File: src/rtl/riscv_cpu_pkg.sv
// Shared core types: ALU opcodes, divider state encoding and widths.
// The divider reads operator bit0 as "signed" and bit1 as "remainder".
package riscv_cpu_pkg;

    localparam int DATA_WIDTH    = 32;
    localparam int ALU_OP_WIDTH  = 5;
    localparam int DIV_CNT_WIDTH = $clog2(DATA_WIDTH);

    typedef enum logic [ALU_OP_WIDTH-1:0] {
        ALU_ADD  = 5'h00,
        ALU_SUB  = 5'h01,
        ALU_XOR  = 5'h02,
        ALU_OR   = 5'h03,
        ALU_AND  = 5'h04,
        ALU_SLL  = 5'h05,
        ALU_SRL  = 5'h06,
        ALU_SRA  = 5'h07,
        ALU_SLT  = 5'h08,
        ALU_SLTU = 5'h09,
        ALU_MUL  = 5'h10,
        ALU_DIVU = 5'h14,
        ALU_DIV  = 5'h15,
        ALU_REMU = 5'h16,
        ALU_REM  = 5'h17
    } alu_opcode_e;

    typedef enum logic [1:0] {
        IDLE,
        DIVIDE,
        FINISH
    } div_state_e;

    function automatic logic is_div_op(input logic [ALU_OP_WIDTH-1:0] op);
        return op inside {ALU_DIVU, ALU_DIV, ALU_REMU, ALU_REM};
    endfunction

endpackage

File: src/rtl/riscv_cpu_div_sign_fix.sv
// Conditional two's-complement negate, used for operand magnitudes
// and for restoring the sign of quotient/remainder.
module riscv_cpu_div_sign_fix #(
    parameter int WIDTH = 32
) (
    input  logic [WIDTH-1:0] data_i,
    input  logic             neg_i,
    output logic [WIDTH-1:0] data_o
);

    assign data_o = neg_i ? (~data_i + WIDTH'(1)) : data_i;

endmodule

File: src/rtl/riscv_cpu_div.sv
// Iterative radix-2 restoring divider (DIV/DIVU/REM/REMU).
// Define RISCV_CPU_DIV_EARLY_OUT_EN to finish div-by-zero/overflow at once.
module riscv_cpu_div #(
    parameter int DATA_WIDTH = riscv_cpu_pkg::DATA_WIDTH
) (
    input  logic                                 clk_i,
    input  logic                                 rst_ni,
    input  logic                                 enable_i,
    input  logic [riscv_cpu_pkg::ALU_OP_WIDTH-1:0] operator_i,
    input  logic [DATA_WIDTH-1:0]                op_a_i,
    input  logic [DATA_WIDTH-1:0]                op_b_i,
    input  logic                                 kill_i,
    input  logic                                 ex_ready_i,
    output logic                                 ready_o,
    output logic                                 valid_o,
    output logic [DATA_WIDTH-1:0]                result_o
);

    import riscv_cpu_pkg::*;

    localparam int CW  = $clog2(DATA_WIDTH);
    localparam int MSB = DATA_WIDTH - 1;

    div_state_e            state_q, state_d;
    logic [CW-1:0]         cnt_q, cnt_d;
    logic [DATA_WIDTH-1:0] rem_q, rem_d;
    logic [DATA_WIDTH-1:0] quo_q, quo_d;
    logic [DATA_WIDTH-1:0] dvs_q, dvs_d;
    logic [DATA_WIDTH-1:0] op_a_q, op_a_d;
    logic [DATA_WIDTH-1:0] result_q, result_d;
    logic                  rem_sel_q, rem_sel_d;
    logic                  neg_quo_q, neg_quo_d;
    logic                  neg_rem_q, neg_rem_d;
    logic                  valid_q, valid_d;

    logic                  a_neg, b_neg;
    logic [DATA_WIDTH-1:0] a_mag, b_mag;
    logic [DATA_WIDTH:0]   r_shift, diff;
    logic                  qbit;
    logic [DATA_WIDTH-1:0] rem_step, quo_step;
    logic [DATA_WIDTH-1:0] quo_fix, rem_fix;
    logic                  div_zero;
    logic [DATA_WIDTH-1:0] final_res;

    assign a_neg = operator_i[0] & op_a_i[MSB];
    assign b_neg = operator_i[0] & op_b_i[MSB];

    riscv_cpu_div_sign_fix #(.WIDTH(DATA_WIDTH)) u_fix_a (
        .data_i (op_a_i),
        .neg_i  (a_neg),
        .data_o (a_mag)
    );

    riscv_cpu_div_sign_fix #(.WIDTH(DATA_WIDTH)) u_fix_b (
        .data_i (op_b_i),
        .neg_i  (b_neg),
        .data_o (b_mag)
    );

    // quo_q doubles as the dividend shift register; quotient bits enter at LSB
    assign r_shift  = {rem_q, quo_q[MSB]};
    assign diff     = r_shift - {1'b0, dvs_q};
    assign qbit     = ~diff[DATA_WIDTH];
    assign rem_step = qbit ? diff[MSB:0] : r_shift[MSB:0];
    assign quo_step = {quo_q[MSB-1:0], qbit};

    riscv_cpu_div_sign_fix #(.WIDTH(DATA_WIDTH)) u_fix_q (
        .data_i (quo_step),
        .neg_i  (neg_quo_q),
        .data_o (quo_fix)
    );

    riscv_cpu_div_sign_fix #(.WIDTH(DATA_WIDTH)) u_fix_r (
        .data_i (rem_step),
        .neg_i  (neg_rem_q),
        .data_o (rem_fix)
    );

    // Signed overflow falls out of the datapath; only div-by-zero is patched
    assign div_zero  = (dvs_q == '0);
    assign final_res = rem_sel_q ? (div_zero ? op_a_q : rem_fix)
                                 : (div_zero ? '1 : quo_fix);

`ifdef RISCV_CPU_DIV_EARLY_OUT_EN
    logic                  in_zero, in_ovf;
    logic [DATA_WIDTH-1:0] min_val, early_res;

    assign min_val   = {1'b1, {(DATA_WIDTH-1){1'b0}}};
    assign in_zero   = (op_b_i == '0);
    assign in_ovf    = operator_i[0] & (op_a_i == min_val) & (&op_b_i);
    assign early_res = operator_i[1] ? (in_zero ? op_a_i : '0)
                                     : (in_zero ? '1 : min_val);
`endif

    always_comb begin
        state_d   = state_q;
        cnt_d     = cnt_q;
        rem_d     = rem_q;
        quo_d     = quo_q;
        dvs_d     = dvs_q;
        op_a_d    = op_a_q;
        result_d  = result_q;
        rem_sel_d = rem_sel_q;
        neg_quo_d = neg_quo_q;
        neg_rem_d = neg_rem_q;
        valid_d   = valid_q;

        if (kill_i) begin
            state_d = IDLE;
            cnt_d   = '0;
            valid_d = 1'b0;
        end else begin
            unique case (state_q)
                IDLE: begin
                    if (enable_i && is_div_op(operator_i)) begin
                        state_d   = DIVIDE;
                        cnt_d     = CW'(DATA_WIDTH - 1);
                        rem_d     = '0;
                        quo_d     = a_mag;
                        dvs_d     = b_mag;
                        op_a_d    = op_a_i;
                        rem_sel_d = operator_i[1];
                        neg_quo_d = operator_i[0] & (op_a_i[MSB] ^ op_b_i[MSB]);
                        neg_rem_d = a_neg;
`ifdef RISCV_CPU_DIV_EARLY_OUT_EN
                        if (in_zero || in_ovf) begin
                            state_d  = FINISH;
                            cnt_d    = '0;
                            valid_d  = 1'b1;
                            result_d = early_res;
                        end
`endif
                    end
                end
                DIVIDE: begin
                    rem_d = rem_step;
                    quo_d = quo_step;
                    if (cnt_q == '0) begin
                        state_d  = FINISH;
                        valid_d  = 1'b1;
                        result_d = final_res;
                    end else begin
                        cnt_d = cnt_q - 1'b1;
                    end
                end
                FINISH: begin
                    if (ex_ready_i) begin
                        state_d = IDLE;
                        valid_d = 1'b0;
                    end
                end
                default: begin
                    state_d = IDLE;
                    valid_d = 1'b0;
                end
            endcase
        end
    end

    always_ff @(posedge clk_i or negedge rst_ni) begin
        if (!rst_ni) begin
            state_q   <= IDLE;
            cnt_q     <= '0;
            rem_q     <= '0;
            quo_q     <= '0;
            dvs_q     <= '0;
            op_a_q    <= '0;
            result_q  <= '0;
            rem_sel_q <= 1'b0;
            neg_quo_q <= 1'b0;
            neg_rem_q <= 1'b0;
            valid_q   <= 1'b0;
        end else begin
            state_q   <= state_d;
            cnt_q     <= cnt_d;
            rem_q     <= rem_d;
            quo_q     <= quo_d;
            dvs_q     <= dvs_d;
            op_a_q    <= op_a_d;
            result_q  <= result_d;
            rem_sel_q <= rem_sel_d;
            neg_quo_q <= neg_quo_d;
            neg_rem_q <= neg_rem_d;
            valid_q   <= valid_d;
        end
    end

    assign ready_o  = (state_q == IDLE);
    assign valid_o  = valid_q;
    assign result_o = result_q;

endmodule

File: config.mk
export PLATFORM = sky130hd
export DESIGN_NAME = riscv_cpu_div
export DESIGN_NICKNAME = d
export VERILOG_FILES = /design/src/rtl/riscv_cpu_pkg.sv /design/src/rtl/riscv_cpu_div_sign_fix.sv /design/src/rtl/riscv_cpu_div.sv
export SDC_FILE = /design/constraint.sdc
export NUM_CORES = 1
export LEC_CHECK = 0
export BUFFER_PORTS_ARGS = -buffer_cell sky130_fd_sc_hd__buf_2
export CAP_MARGIN = 30
export CELL_PAD_IN_SITES_DETAIL_PLACEMENT = 1
export CELL_PAD_IN_SITES_GLOBAL_PLACEMENT = 1
export CORE_MARGIN = 3
export CORE_UTILIZATION = 50
export CTS_CLUSTER_DIAMETER = 60
export CTS_CLUSTER_SIZE = 24
export DETAILED_ROUTE_END_ITERATION = 8
export MAX_ROUTING_LAYER = met4
export PLACE_DENSITY = 0.94
export SYNTH_ARGS = -nofsm -noshare
export SYNTH_HDL_FRONTEND = slang
export SYNTH_SLANG_ARGS = --single-unit
File: constraint.sdc
create_clock -name clk_i -period 13.3 [get_ports clk_i]
set_clock_uncertainty 0.2 [all_clocks]
set_input_delay 1.995 -clock clk_i [delete_from_list [all_inputs] [get_ports clk_i]]
set_output_delay 1.995 -clock clk_i [all_outputs]
set_load 0.01 [all_outputs]
# Word-level counts from Yosys, hierarchy flattened

Index checks and enable logic that the tools add are counted.
Widths: inputs -> output; s select.

Flip-flop bits (word level): 171
Input bits: 74
Output and inout bits: 34
Word-level logic and storage cells: 77

Add/subtract/negate cells: 6
Equality and inequality tests: 12
Multiplexer cells: 25
Bitwise operators: 10
Reduce and logical (&&, ||, !) cells: 13

Operators with widths:

| cell                  | count |
|---|---|
| $mux 32               | 10 |
| $add 32x1->32 const B | 4 |
| $not 32->32           | 4 |
| $pmux 32 s2           | 2 |
| $sub 33x32->33        | 1 |
| $logic_not 32->1      | 1 |
| $eq 5x5->1 const B    | 4 |
| $reduce_and 3->1      | 6 |
| $mux 5                | 3 |
| $pmux 5 s2            | 1 |
| $ne 3x3->1 const B    | 3 |
| $mux 2                | 4 |
| $pmux 2 s3            | 1 |
| $logic_not 5->1       | 1 |
| $sub 5x1->5 const B   | 1 |
| $reduce_bool 4->1     | 1 |
| $and 1x1->1           | 3 |
| $mux 1                | 3 |
| $ne 3x2->1 const B    | 1 |
| $pmux 1 s3            | 1 |
| $reduce_bool 3->1     | 1 |
| $eq 2x1->1 const B    | 1 |
| $eq 2x2->1 const B    | 1 |
| $logic_not 2->1       | 1 |
| other kinds (6)       | 7 |

# Logic depth before layout (Yosys ltp)

Depth after elaboration: 7
Depth in mapped cells: 26
Depth with buffers taken out: 23

# Modules after synthesis

Synthesis repeated with hierarchy kept, for this count alone.

Cell total of the unflattened synthesis: 1348
Area, all modules: 12876.1 µm²

By module, submodules not included:

| module                 | times used | cells each | area each (µm²) | sequential area each (µm²) |
|---|---|---|---|---|
| riscv_cpu_div          | 1          | 952        | 9768.1          | 4279.1 |
| riscv_cpu_div_sign_fix | 4          | 99         | 777.0           | 0.0 |

# Worst setup path before layout

No wires, ideal clock.

Path type: register to register
Start point: register quo_q[31]
End point: register result_q[28], in the netlist result_o[28]
Setup time: 0.124 ns
Arrival: 5.200 ns
Data required time: 12.976 ns
Path slack: 7.777 ns
Cell stages (with the launch flop): 25
Buffers on the path: 3
Clock period less this slack: 5.523 ns
Path through: dfrtp_1 -> inv_1 -> ha_1 -> inv_1 -> fa_1 -> a211oi_2 -> nor3_4 -> o21ai_2 -> a2111oi_4 -> nor3_2 -> nor2_2 -> clkinv_1 -> buf_2 -> buf_1 -> clkbuf_1 -> o21ai_0 -> inv_1 -> ha_1 -> nand2_1 -> mux2_4 -> or4b_4 -> or3b_4 -> o41ai_2 -> xnor2_1 -> o21ai_1

Longest elaborated chain between the ends: 7
Elaborated cells between the ends (all ways): 12
Those cells by class: 3 x add/sub; 6 x mux; 3 x bitwise

RTL lines:

| element                                     | line                                     | RTL |
|---|---|---|
| start: declaration                          | riscv_cpu_div.sv:27                      | `logic [DATA_WIDTH-1:0] quo_q, quo_d;` |
| start signal: assignment                    | riscv_cpu_div.sv:177                     | `quo_q <= quo_d;` |
| $sub 33x32->33                              | riscv_cpu_div.sv:62                      | `assign diff = r_shift - {1'b0, dvs_q};` |
| $mux 32 / $not 1->1 (equally long branches) | riscv_cpu_div.sv:64, riscv_cpu_div.sv:63 |  |
| $not 32->32                                 | riscv_cpu_div_sign_fix.sv:11             | `assign data_o = neg_i ? (~data_i + WIDTH'(1)) : data_i;` |
| $add 32x1->32                               | riscv_cpu_div_sign_fix.sv:11             |  |
| $mux 32                                     | riscv_cpu_div_sign_fix.sv:11             |  |
| $mux 32 (on tied branches)                  | riscv_cpu_div.sv:81, riscv_cpu_div.sv:82 |  |
| $mux 32 (*)                                 | riscv_cpu_div.sv:81                      | `assign final_res = rem_sel_q ? (div_zero ? op_a_q : rem_fix)` |
| end signal: assignment                      | riscv_cpu_div.sv:180                     | `result_q <= result_d;` |
| end: declaration                            | riscv_cpu_div.sv:30                      | `logic [DATA_WIDTH-1:0] result_q, result_d;` |

Mark *: on every way between the ends. The rest lies on a longest branch, timed or not.
A chain may end at the register's enable or synchronous reset.

# Worst setup path after layout

Start point: register dvs_q[0]
End point: register result_q[30], in the netlist result_o[30]

Longest elaborated chain between the ends: 7
Elaborated cells between the ends (all ways): 13
Those cells by class: 3 x add/sub; 6 x mux; 3 x bitwise; 1 x reduce/logical

RTL lines:

| element                                     | line                                     | RTL |
|---|---|---|
| start: declaration                          | riscv_cpu_div.sv:28                      | `logic [DATA_WIDTH-1:0] dvs_q, dvs_d;` |
| start signal: assignment                    | riscv_cpu_div.sv:178                     | `dvs_q <= dvs_d;` |
| $sub 33x32->33                              | riscv_cpu_div.sv:62                      |  |
| $mux 32 / $not 1->1 (equally long branches) | riscv_cpu_div.sv:64, riscv_cpu_div.sv:63 |  |
| $not 32->32                                 | riscv_cpu_div_sign_fix.sv:11             |  |
| $add 32x1->32                               | riscv_cpu_div_sign_fix.sv:11             |  |
| $mux 32                                     | riscv_cpu_div_sign_fix.sv:11             |  |
| $mux 32 (on tied branches)                  | riscv_cpu_div.sv:81, riscv_cpu_div.sv:82 |  |
| $mux 32 (*)                                 | riscv_cpu_div.sv:81                      |  |

Marks and branches as above.

==> flow_summary.yaml <==
cts:
  cts_resized: 0
  holdBufCountCts: 0
  cts_buffer_depth: 2
  cts_setup_buffers: 0
  insertion_delay_ns: 0.47
  cts.sinks: 171
  cts_buffers: 17
  h-tree-depth: 4
  cts_root_buf: "clkbuf_16"
  clkTransAtPathRegs_ns: 0.08
  cts_tree: "yes"
synthesis:
  synth_flop_cell: "dfrtp_1"
  syn_nets: 1654
  synth.avg_cell_area_um2: 8.19
  synthCells: 1541
  synth_top_area_frac: 0.339
  yosysWarnings: 0
  syn-cell-area_mm2: 0.0126
  yosys-top-cells-area: "dfrtp_1, o21ai_0, nand2_1"
  synth_top_area_cell: "dfrtp_1"
  synth-async-reset-ratio: 1.00
  synth_seq_area_share: 0.339
  synth_cell_types: 84
  yosys_register_bits: 171
  synth_edf_count: 0
critical_path:
  cp_data_required_time_ns: 13.41
  r2r_slack_ns: 7.12
  critPathMaxFanout: 35
  critPathKind: "flip-flop to flip-flop"
  critical_path.most_common_cell: "ha_1"
  crit_chain: "ha_1 > inv_1 > fa_1 > a211oi_2 > nor3_4 > o21ai_2 > a2111oi_4 > nor3_2 > nor2_4 > clkinv_1 > buf_4 > mux2i_1 > ha_1 > nand2_1 > mux2_4 > or4b_4 > or3b_4 > o31ai_1 > xnor2_1 > a21oi_1"
  slowest_delay_ns: 0.52
  cp_slowest_cell: "or4b_4"
  crit_path_start_kind: "flip-flop"
  end_kind: "flip-flop"
  cp.arrival_ns: 6.29
sta:
  max_freq_ghz: 0.162
  tightest_slew_ns: 1.02
  drv_slew: 0
  hold_ws_ns: 0.280
  final_hold_viol_count: 0
  setup-tns-final_ns: 0
  min_period_ns: 6.18
  finalSetupViolations: 0
  relSlewSlack: 0.317
  final.setup.worst_slack_ns: 7.12
  rsz0062_at_grt: "no"
  fin_crit_sh: 0.464
floorplan:
  num_io_pins: 108
  num_rows: 57
  chipWidth_um: 165
  core_mm2: 0.0245
  die-area_mm2: 0.0272
  start_util: 0.515
  die_h_um: 165
drt:
  via_count: 12700
  wire_per_inst_um: 24.2
  drtAntennaViolNets: 0
  via_per_inst: 6.59
  drc: 0
  wl_um: 46600
  firstDrtPassIters: 8
  first_iter_violations: 1303
worst_hold_path:
  hp-class: "flip-flop to flip-flop"
cells_and_area:
  nets: 1706
  layout.cells.most_common_list: "nand2_1, o21ai_0, dfrtp_1"
  layout_commonest_cell: "nand2_1"
  antenna_cells: 0
  final_util: 0.570
  syn2layout_area_growth_pct: 10.8
  drive_gt1_frac: 0.139
power:
  peakVddDrop_v: 0.000141
  totalPowerFinal_uw: 3940
  leakage_uw: 0.00606
  p_per_area_mw_per_mm2: 282
global_route:
  grt_util_all_layers: 0.354
  antenna_found_initial: 0
  grt_max_degree: 98
  grt_pass1_wl_um: 73000
  grt_pass1_vias: 13200
  globalRouteOverflowTotal: 0
run_status:
  status: "complete, no violations"
job:
  maxCapViolCount: 0
place:
  place_congestion: 0.952
  dp_hpwl_um: 32900
  dp_slack_ns: 7.29
  io_buffers: 107
[per-stage QoR]
step | instance area [um2] | std cells
global placement | 13300 | 1894
detailed placement | 13300 | 1897
global route | 14000 | 1930
finish | 14000 | 1930
CTS | 14000 | 1929
floorplan | 12600 | 1541
[cell families after synthesis]
group	count (synthesis)	share of synthesized area
XOR/XNOR	133	0.0923
AND/OR/NAND/NOR	493	0.183
buffers and inverters	146	0.0476
AO/OA/AOI/OAI	499	0.247
adder cells (fa/ha/maj)	39	0.0393
multiplexers	60	0.0512
flip-flops	171	0.339
[final cells by class]
class / count / area, um2
multi-input combinational: 1224 / 7760
clock inverter: 15 / 193
clock buffer: 17 / 425
timing repair buffer: 121 / 707
sequential: 171 / 4280
tap: 324 / 405
fill: 2954 / 10500
inverter: 58 / 218
[cell usage after synthesis (all sizes together) (3+ instances only)]
cell type / count
a21oi: 135
a211oi: 11
nand2b: 12
o31a: 8
mux2: 34
a22o: 10
o31ai: 36
a21boi: 5
nor4: 24
nand4: 16
or4: 13
buf: 27
and3: 5
a21o: 17
o22ai: 12
clkbuf: 61
mux2i: 26
a2111oi: 4
nor2: 111
o211ai: 10
nand3b: 3
o221ai: 10
and2: 6
a31oi: 8
or2: 4
nand3: 7
o21ai: 189
inv: 56
dfrtp: 171
ha: 38
a221oi: 7
a22oi: 3
o21a: 8
o41ai: 10
or3: 21
xor2: 76
nor2b: 13
nor3b: 3
nor3: 29
xnor2: 57
nand2: 217
[flip-flops by register name, summed over array words and instances (netlist names), 2 cells and up]
register  flops
rem_q        32
quo_q        32
state_q       2
op_a_q       32
cnt_q         5
dvs_q        32
result_o     32
[critical path, delay by kind of cell, from the launching register on]
family	cells	cell delay (ns)
simple gates	6	1.64
compound gates	5	1.29
fa+ha+maj	3	0.96
mux	2	0.68
buf+inv	3	0.58
flops	1	0.51
xor+xnor	1	0.17
[path summary, 6_finish.rpt]
| kind | from | end | depth (start not counted) |
|---|---|---|---|
| min | result_o[2] | result_o[2] | 1 |
| min in group asynchronous | rst_ni | dvs_q[8] | 1 |
| min reg2reg | result_o[2] | result_o[2] | 1 |
| max in group asynchronous | rst_ni | result_o[16] | 2 |
| max reg2reg | dvs_q[0] | result_o[30] | 20 |
| max | dvs_q[0] | result_o[30] | 20 |
[power by group]
group | internal [uW] | switching [uW] | leakage, uW | total, uW
Sequential | 673 | 213 | 0.00220 | 885
Combinational | 883 | 1640 | 0.00357 | 2520
Clock | 258 | 274 | 0.000299 | 531
Total | 1810 | 2130 | 0.00606 | 3940
[per-layer routing]
metal / GRT usage / wire [um] / share of wire / up-vias
li1: - / - / - / 5619
met1: 0.442 / 18700 / 0.40 / 6294
met2: 0.560 / 22300 / 0.48 / 634
met3: 0.0574 / 3240 / 0.069 / 174
met4: 0.175 / 2280 / 0.049 / 0
met5: - / 0 / 0 / -
(Power assumes the default switching activity.)
